### config.mk
export PLATFORM = sky130hd
export DESIGN_NAME = a2d_intf
export DESIGN_NICKNAME = d
export VERILOG_FILES = /design/src/rtl/a2d_pkg.sv /design/src/rtl/spi_mnrch.sv /design/src/rtl/a2d_intf.sv
export SDC_FILE = /design/constraint.sdc
export NUM_CORES = 1
export LEC_CHECK = 0
export CAP_MARGIN = 20
export CELL_PAD_IN_SITES_DETAIL_PLACEMENT = 0
export CELL_PAD_IN_SITES_GLOBAL_PLACEMENT = 1
export CORE_MARGIN = 4
export CORE_UTILIZATION = 43
export DETAILED_ROUTE_END_ITERATION = 8
export GPL_TIMING_DRIVEN = 0
export PLACE_DENSITY = 0.87
export REMOVE_ABC_BUFFERS = 1
export SLEW_MARGIN = 30
export SYNTH_ARGS = -nofsm -noshare
export SYNTH_HDL_FRONTEND = slang
export SYNTH_HIERARCHICAL = 1
export SYNTH_SLANG_ARGS = --single-unit
### constraint.sdc
create_clock -name clk -period 2.4 [get_ports clk]
set_input_delay 0.24 -clock clk [delete_from_list [all_inputs] [get_ports clk]]
set_output_delay 0.24 -clock clk [all_outputs]
set_load 0.01 [all_outputs]
### src/rtl/a2d_pkg.sv
// Shared types and constants for the round-robin ADC interface and its SPI master.
// Channel decode and command-word helpers live here so the FSM stays small.
package a2d_pkg;

  typedef enum logic [2:0] {IDLE, XFR1, GAP, XFR2, DONE} a2d_state_t;
  typedef enum logic [1:0] {SP_IDLE, SP_SHIFT, SP_BACK} spi_phase_t;

  localparam logic [2:0] CH_LFT  = 3'd0;
  localparam logic [2:0] CH_RGHT = 3'd4;
  localparam logic [2:0] CH_BATT = 3'd5;

  // robin value 3 is unreachable; it decodes like 0
  function automatic logic [2:0] robin_chnl(input logic [1:0] r);
    case (r)
      2'd1:    return CH_RGHT;
      2'd2:    return CH_BATT;
      default: return CH_LFT;
    endcase
  endfunction

  function automatic logic [1:0] robin_next(input logic [1:0] r);
    case (r)
      2'd1:    return 2'd2;
      2'd2:    return 2'd0;
      default: return 2'd1;
    endcase
  endfunction

  function automatic logic [15:0] cmd_word(input logic [2:0] ch);
    return {2'b00, ch, 11'h000};
  endfunction

endpackage

### src/rtl/spi_mnrch.sv
// Generic 16-bit SPI master: SCLK idles high, MOSI changes after each fall, MISO sampled on each rise.
// One down-counter times both the SS_n porches and the SCLK half-periods.
import a2d_pkg::*;

module spi_mnrch #(
  parameter int SCLK_DIV = 16,
  parameter int PORCH    = 8
) (
  input  logic        clk,
  input  logic        rst,
  input  logic        wrt,
  input  logic [15:0] wt_data,
  output logic        done,
  output logic [15:0] rd_data,
  output logic        SS_n,
  output logic        SCLK,
  output logic        MOSI,
  input  logic        MISO
);

  localparam int HALF = SCLK_DIV / 2;
  localparam int TMAX = (PORCH > HALF) ? PORCH : HALF;
  localparam int TW   = $clog2(TMAX + 1);

  spi_phase_t     ph;
  logic [TW-1:0]  tmr;
  logic [3:0]     bit_cnt;
  logic [15:0]    tx_shft;
  logic [15:0]    rx_shft;

  assign done    = (ph == SP_BACK) && (tmr == '0);
  assign rd_data = rx_shft;

  // SHIFT starts with SCLK high, so its first timeout is the front porch
  always_ff @(posedge clk) begin
    if (rst) begin
      ph      <= SP_IDLE;
      tmr     <= '0;
      bit_cnt <= '0;
      tx_shft <= '0;
      rx_shft <= '0;
      SS_n    <= 1'b1;
      SCLK    <= 1'b1;
      MOSI    <= 1'b0;
    end else begin
      case (ph)
        SP_IDLE: begin
          if (wrt) begin
            tx_shft <= wt_data;
            SS_n    <= 1'b0;
            tmr     <= TW'(PORCH - 1);
            bit_cnt <= 4'd15;
            ph      <= SP_SHIFT;
          end
        end
        SP_SHIFT: begin
          if (tmr != '0) begin
            tmr <= tmr - TW'(1);
          end else if (SCLK) begin
            SCLK    <= 1'b0;
            MOSI    <= tx_shft[15];
            tx_shft <= {tx_shft[14:0], 1'b0};
            tmr     <= TW'(HALF - 1);
          end else begin
            SCLK    <= 1'b1;
            rx_shft <= {rx_shft[14:0], MISO};
            if (bit_cnt == 4'd0) begin
              ph  <= SP_BACK;
              tmr <= TW'(PORCH - 1);
            end else begin
              bit_cnt <= bit_cnt - 4'd1;
              tmr     <= TW'(HALF - 1);
            end
          end
        end
        SP_BACK: begin
          if (tmr != '0) begin
            tmr <= tmr - TW'(1);
          end else begin
            SS_n <= 1'b1;
            MOSI <= 1'b0;
            ph   <= SP_IDLE;
          end
        end
        default: ph <= SP_IDLE;
      endcase
    end
  end

endmodule

### src/rtl/a2d_intf.sv
// Round-robin ADC sequencer: command transaction, one-clk gap, read transaction, then store 12-bit result.
// state | meaning
// IDLE  | waiting for nxt
// XFR1  | sending channel command word
// GAP   | one clk with SS_n high between transactions
// XFR2  | sending zeros, receiving conversion result
// DONE  | store result, pulse cnv_cmplt, advance robin
import a2d_pkg::*;

module a2d_intf #(
  parameter int SCLK_DIV = 16,
  parameter int PORCH    = 8
) (
  input  logic        clk,
  input  logic        rst,
  input  logic        nxt,
  output logic        busy,
  output logic        cnv_cmplt,
  output logic [11:0] lft_ld,
  output logic [11:0] rght_ld,
  output logic [11:0] batt,
  output logic        A2D_SS_n,
  output logic        A2D_SCLK,
  output logic        A2D_MOSI,
  input  logic        A2D_MISO
);

  a2d_state_t  state, nxt_state;
  logic [1:0]  robin;
  logic        wrt;
  logic [15:0] wt_data;
  logic        done;
  logic [15:0] rd_data;
  logic        unused_rx_hi;

  spi_mnrch #(.SCLK_DIV(SCLK_DIV), .PORCH(PORCH)) u_spi (
    .clk     (clk),
    .rst     (rst),
    .wrt     (wrt),
    .wt_data (wt_data),
    .done    (done),
    .rd_data (rd_data),
    .SS_n    (A2D_SS_n),
    .SCLK    (A2D_SCLK),
    .MOSI    (A2D_MOSI),
    .MISO    (A2D_MISO)
  );

  assign unused_rx_hi = ^rd_data[15:12];
  assign busy         = (state != IDLE);
  assign cnv_cmplt    = (state == DONE);

  always_ff @(posedge clk) begin
    if (rst) state <= IDLE;
    else     state <= nxt_state;
  end

  always_comb begin
    nxt_state = state;
    wrt       = 1'b0;
    wt_data   = '0;
    case (state)
      IDLE: begin
        if (nxt) begin
          wrt       = 1'b1;
          wt_data   = cmd_word(robin_chnl(robin));
          nxt_state = XFR1;
        end
      end
      XFR1: if (done) nxt_state = GAP;
      GAP: begin
        wrt       = 1'b1;
        nxt_state = XFR2;
      end
      XFR2: if (done) nxt_state = DONE;
      DONE:    nxt_state = IDLE;
      default: nxt_state = IDLE;
    endcase
  end

  always_ff @(posedge clk) begin
    if (rst) begin
      robin   <= 2'd0;
      lft_ld  <= '0;
      rght_ld <= '0;
      batt    <= '0;
    end else if (state == DONE) begin
      case (robin_chnl(robin))
        CH_RGHT: rght_ld <= rd_data[11:0];
        CH_BATT: batt    <= rd_data[11:0];
        default: lft_ld  <= rd_data[11:0];
      endcase
      robin <= robin_next(robin);
    end
  end

endmodule

# Yosys cells after proc, flatten, opt, wreduce, memory -nomap -nowiden
# Index checks and enable logic that the tools add are counted.
[totals] regBits=82 input_bits=4 output_inout_bits=41 wordCells=102
[classes] n_addsub=2 eq_ne=21 mux=39 n_bitwise=3 reduce_logical=24
[op_table] op="$mux W16" n=3
[op_table] op="$pmux W16 S2" n=1
[op_table] op="$mux W14" n=2
[op_table] op="$mux W4" n=7
[op_table] op="$ne A2 B2 Y1 const B" n=8
[op_table] op="$mux W3" n=5
[op_table] op="$pmux W3 S4" n=1
[op_table] op="$pmux W4 S3" n=1
[op_table] op="$reduce_and A3 Y1" n=4
[op_table] op="$mux W2" n=5
[op_table] op="$reduce_and A5 Y1" n=2
[op_table] op="$eq A3 B3 Y1 const B" n=3
[op_table] op="$logic_not A4 Y1" n=2
[op_table] op="$pmux W4 S2" n=1
[op_table] op="$reduce_and A2 Y1" n=4
[op_table] op="$reduce_and A4 Y1" n=2
[op_table] op="$sub A4 B1 Y4 const B" n=2
[op_table] op="$mux W1" n=7
[op_table] op="$eq A3 B2 Y1 const B" n=2
[op_table] op="$ne A2 B1 Y1 const B" n=3
[op_table] op="$pmux W1 S2" n=3
[op_table] op="$pmux W2 S3" n=1
[op_table] op="$pmux W3 S2" n=1
[op_table] op="$reduce_bool A2 Y1" n=3
[op_table] op="other kinds (11)" n=16

# Logic depth before layout (Yosys ltp)
[depth] ltp_word=8 depth_mapped=9

# By module
# Netlist, hierarchy kept.
[by_module_without_submodules] mod="spi_mnrch" instances=1 cells_per_inst=241 area_per_inst_um2=2082.0
[by_module_without_submodules] mod="a2d_intf" instances=1 cells_per_inst=167 area_per_inst_um2=1793.0

# Worst setup path after synthesis
# Ideal clock, no wire load.
[synth_path] path_type="reg2reg" start="reg u_spi.ph[1]" end="reg u_spi.ph[1]" arrival_ns=1.668 t_required_ns=2.313 slack_ns=0.645 stages_incl_launch_ff=9 path_buffers=2 path_cell_list="dfxtp_1 inv_1 ha_1 buf_2 nand4bb_1 or2_1 buf_2 or4_1 o31ai_1"
[synth_via] elab_chain_cells=3 elab_cells_between_ends=10
[synth_lines] item="start: declaration" line="spi_mnrch.sv:25" rtl="spi_phase_t ph;"
[synth_lines] item="start signal: assignment" line="spi_mnrch.sv:37" rtl="ph <= SP_IDLE;"
[synth_lines] item="start signal: assignment" line="spi_mnrch.sv:53" rtl="ph <= SP_SHIFT;"
[synth_lines] item="start signal: assignment" line="spi_mnrch.sv:68" rtl="ph <= SP_BACK;"
[synth_lines] item="$eq A2 B1 Y1 (tied with other cells)" line="spi_mnrch.sv:46" rtl="case (ph)"
[synth_lines] item="$ne A2 B1 Y1 (no source line) or $ne A2 B2 Y1 (tied branches)"
[synth_lines] item="$reduce_and A5 Y1 (no source line)"
# Several ways; a longest one is shown, not always the timed one.
# A chain may end at the register's enable or synchronous reset.

# Worst setup path in the final report
# Same ends and word-level chain as after synthesis.

==> run metrics <==
status=complete, no violations; Core ar.=8340 um^2; starting density of the core=44.9%; die width=101 um; CTS sink cnt=82; Hold Startpoint=rst; first-pass GRT wire length=11.9 mm; Tightest Hold Check Type=primary input to flop; P_sw=1210 uW; Worst R2R Path Depth=6; reg2reg setup slack=0.20 ns; clock-pin slew on the worst setup and hold paths=0.09 ns; vias in the first global route=2,634; Worst EP required=2.67 ns; gr usage total=14.5%; drt wl/cell=13.3 um; WHS Path Cells=2; CTS tree=yes; unrepaired setup endpoints after global routing=no; slowest stage cell on the critical path=or4_1; WS Path Type=flop to flop; post-layout min period=2.20 ns; FF-to-FF End=u_spi/ph[1]; # hold bufs at CTS=0; crit end category=flop; Pint=2480 uW; worst skew pair latency=0.35 ns; crit-path max FO=15; Max Slew Vio Count=0; largest net degree at the start of global routing=68; ratio of final minimum period to clock period=91.6%; via count=2,801; Clock Skew=0.0137 ns; Hold EP=u_spi/tmr[1]; CTS Root Cell=clkbuf_8; IO buf count=44; peak supply drop=0.336 mV; crit path cell chain=inv_1, ha_4, nand4bb_1, or2_1, or4_1, o31ai_1; mean number of vias per cell=5.12; max capacitance violation total=0; Remaining DRCs=0; Sw Ratio=32.9%; GRT Residual Overflow=0; final WL=7.27 mm; mean post-synth cell area=9.55 um^2; LEAKAGE=0.00170 uW; First-pass DRT Iterations=4; worst slew pin tran=0.862 ns; initial antenna violation count=0; Reg power frac=44.6%; post-route ant nets=0; synthesized area=3740 um^2; Clk pwr share=25.9%; non-filler cells, final=547; P per Cell Area=818 nW/um^2; Comb pwr share=29.5%; Ys Warns=6; net count of the finished layout=452; total CTS buffers=9; layout cells sized above 1=6.33%; # H-tree levels=3; placed insts=531; Fmax=455 MHz; critical path startpoint category=flop; Final Setup Violations=0; max incr delay on CP=0.52 ns; DRT iter0 DRCs=68; row count=33; # IOs=45; CP arrival=2.47 ns; Die Ht=101 um; Syn-to-layout area delta=20.5%; die footprint=10,300 um^2; Tot Pwr=3690 uW; final hold vios=0; Rel. slew slack=42.2%; Synth Instances=392; Clock Path Buffers=2; Final HPWL DP=4.90 mm; ant diodes=0; gpl congestion=0.746; reg2reg start=u_spi/ph[1]
## registers in the layout (all words and copies together), names as in the netlist, 3 cells and up
| signal | flops |
|---|---|
| u_spi/tx_shft | 16 |
| batt | 12 |
| lft_ld | 12 |
| rght_ld | 12 |
| u_spi/rd_data | 12 |
| u_spi/bit_cnt | 4 |
| u_spi/tmr | 4 |
| state | 3 |
## how the worst max path moves through the flow
| stage | start | depth (start not counted) | slack [ns] | endpoint |
|---|---|---|---|---|
| after CTS | u_spi/ph[1] | 6 | 0.06 | u_spi/ph[1] |
| after floorplan | u_spi/ph[1] | 6 | -0.59 | u_spi/tx_shft[0] |
| after global placement | u_spi/ph[1] | 6 | -1.47 | u_spi/tx_shft[0] |
| final | u_spi/ph[1] | 6 | 0.20 | u_spi/ph[1] |
| after global routing | state[1] | 6 | 0.08 | u_spi/tmr[2] |
| after detailed placement | u_spi/ph[1] | 6 | -0.20 | u_spi/ph[1] |
## area by class of cell
cell class                 count  area [um^2]
sequential                    82         1640
timing repair buffer          47          500
clock buffer                   9          124
tap                          105          131
fill                         746         3830
inverter                      12         45.0
multi-input combinational    286         2010
clock inverter                 6         58.8
## power groups by stage
stage                     combinational (uW)  clock, uW  sequential (uW)
after floorplan                          782          0             1650
after global placement                   979          0             1670
after detailed placement                1050          0             1670
after CTS                               1070        986             1650
after global routing                    1210       1040             1670
final                                   1090        955             1650
## through the flow
| step | hold WS, ns | utilization (%) | TNS, ns | area (um^2) | setup slack, ns |
|---|---|---|---|---|---|
| after floorplan | 0.308 | - | -9.26 | 3670 | -0.588 |
| after global placement | 0.442 | 50.9 | -71.17 | 4250 | -1.47 |
| after detailed placement | 0.447 | 51.6 | -0.807 | 4300 | -0.198 |
| after CTS | 0.246 | 53.9 | 0 | 4500 | 0.0556 |
| after global routing | 0.277 | 54.1 | 0 | 4510 | 0.0761 |
| final | 0.251 | 54.1 | 0 | 4510 | 0.202 |
## repair_timing
| item | 4_1_cts | 5_1_grt |
|---|---|---|
| resized for setup | 1 | 0 |
| setup endpoints to repair | 15 | 6 |
| setup buffers | 0 | 1 |
## worst max-delay path: cells and delay by family (launching register included)
kind,cells,cell delay (ns)
AND/OR/NAND/NOR,3,1.23
flip-flops,1,0.34
adder cells (fa/ha/maj),1,0.32
buffers and inverters,1,0.15
AO/OA/AOI/OAI,1,0.09
## layout by cell type, fill, tap and decap left out, types with 2 or more instances in the layout
master / n
nor3b_1: 6
nand4bb_1: 4
a21oi_1: 23
a311oi_1: 3
clkbuf_8: 9
clkinv_2: 4
clkdlybuf4s50_1: 43
nor2_1: 24
nand2b_1: 57
nand4_1: 2
nand2_1: 27
conb_1: 14
nor3_1: 11
ha_1: 9
nor2b_1: 2
or2_1: 2
nand3b_1: 2
mux2i_1: 54
o21ai_0: 5
dfxtp_1: 82
inv_1: 12
a211oi_1: 17
and4bb_1: 2
## layer usage
metal	vias up	track usage, %	wire length [um]
li1	1433	-	-
met3	14	3.99	320
met2	60	23.2	3350
met1	1294	18.2	3450
met5	-	0	0
met4	0	6.34	148
(Power assumes the default switching activity.)
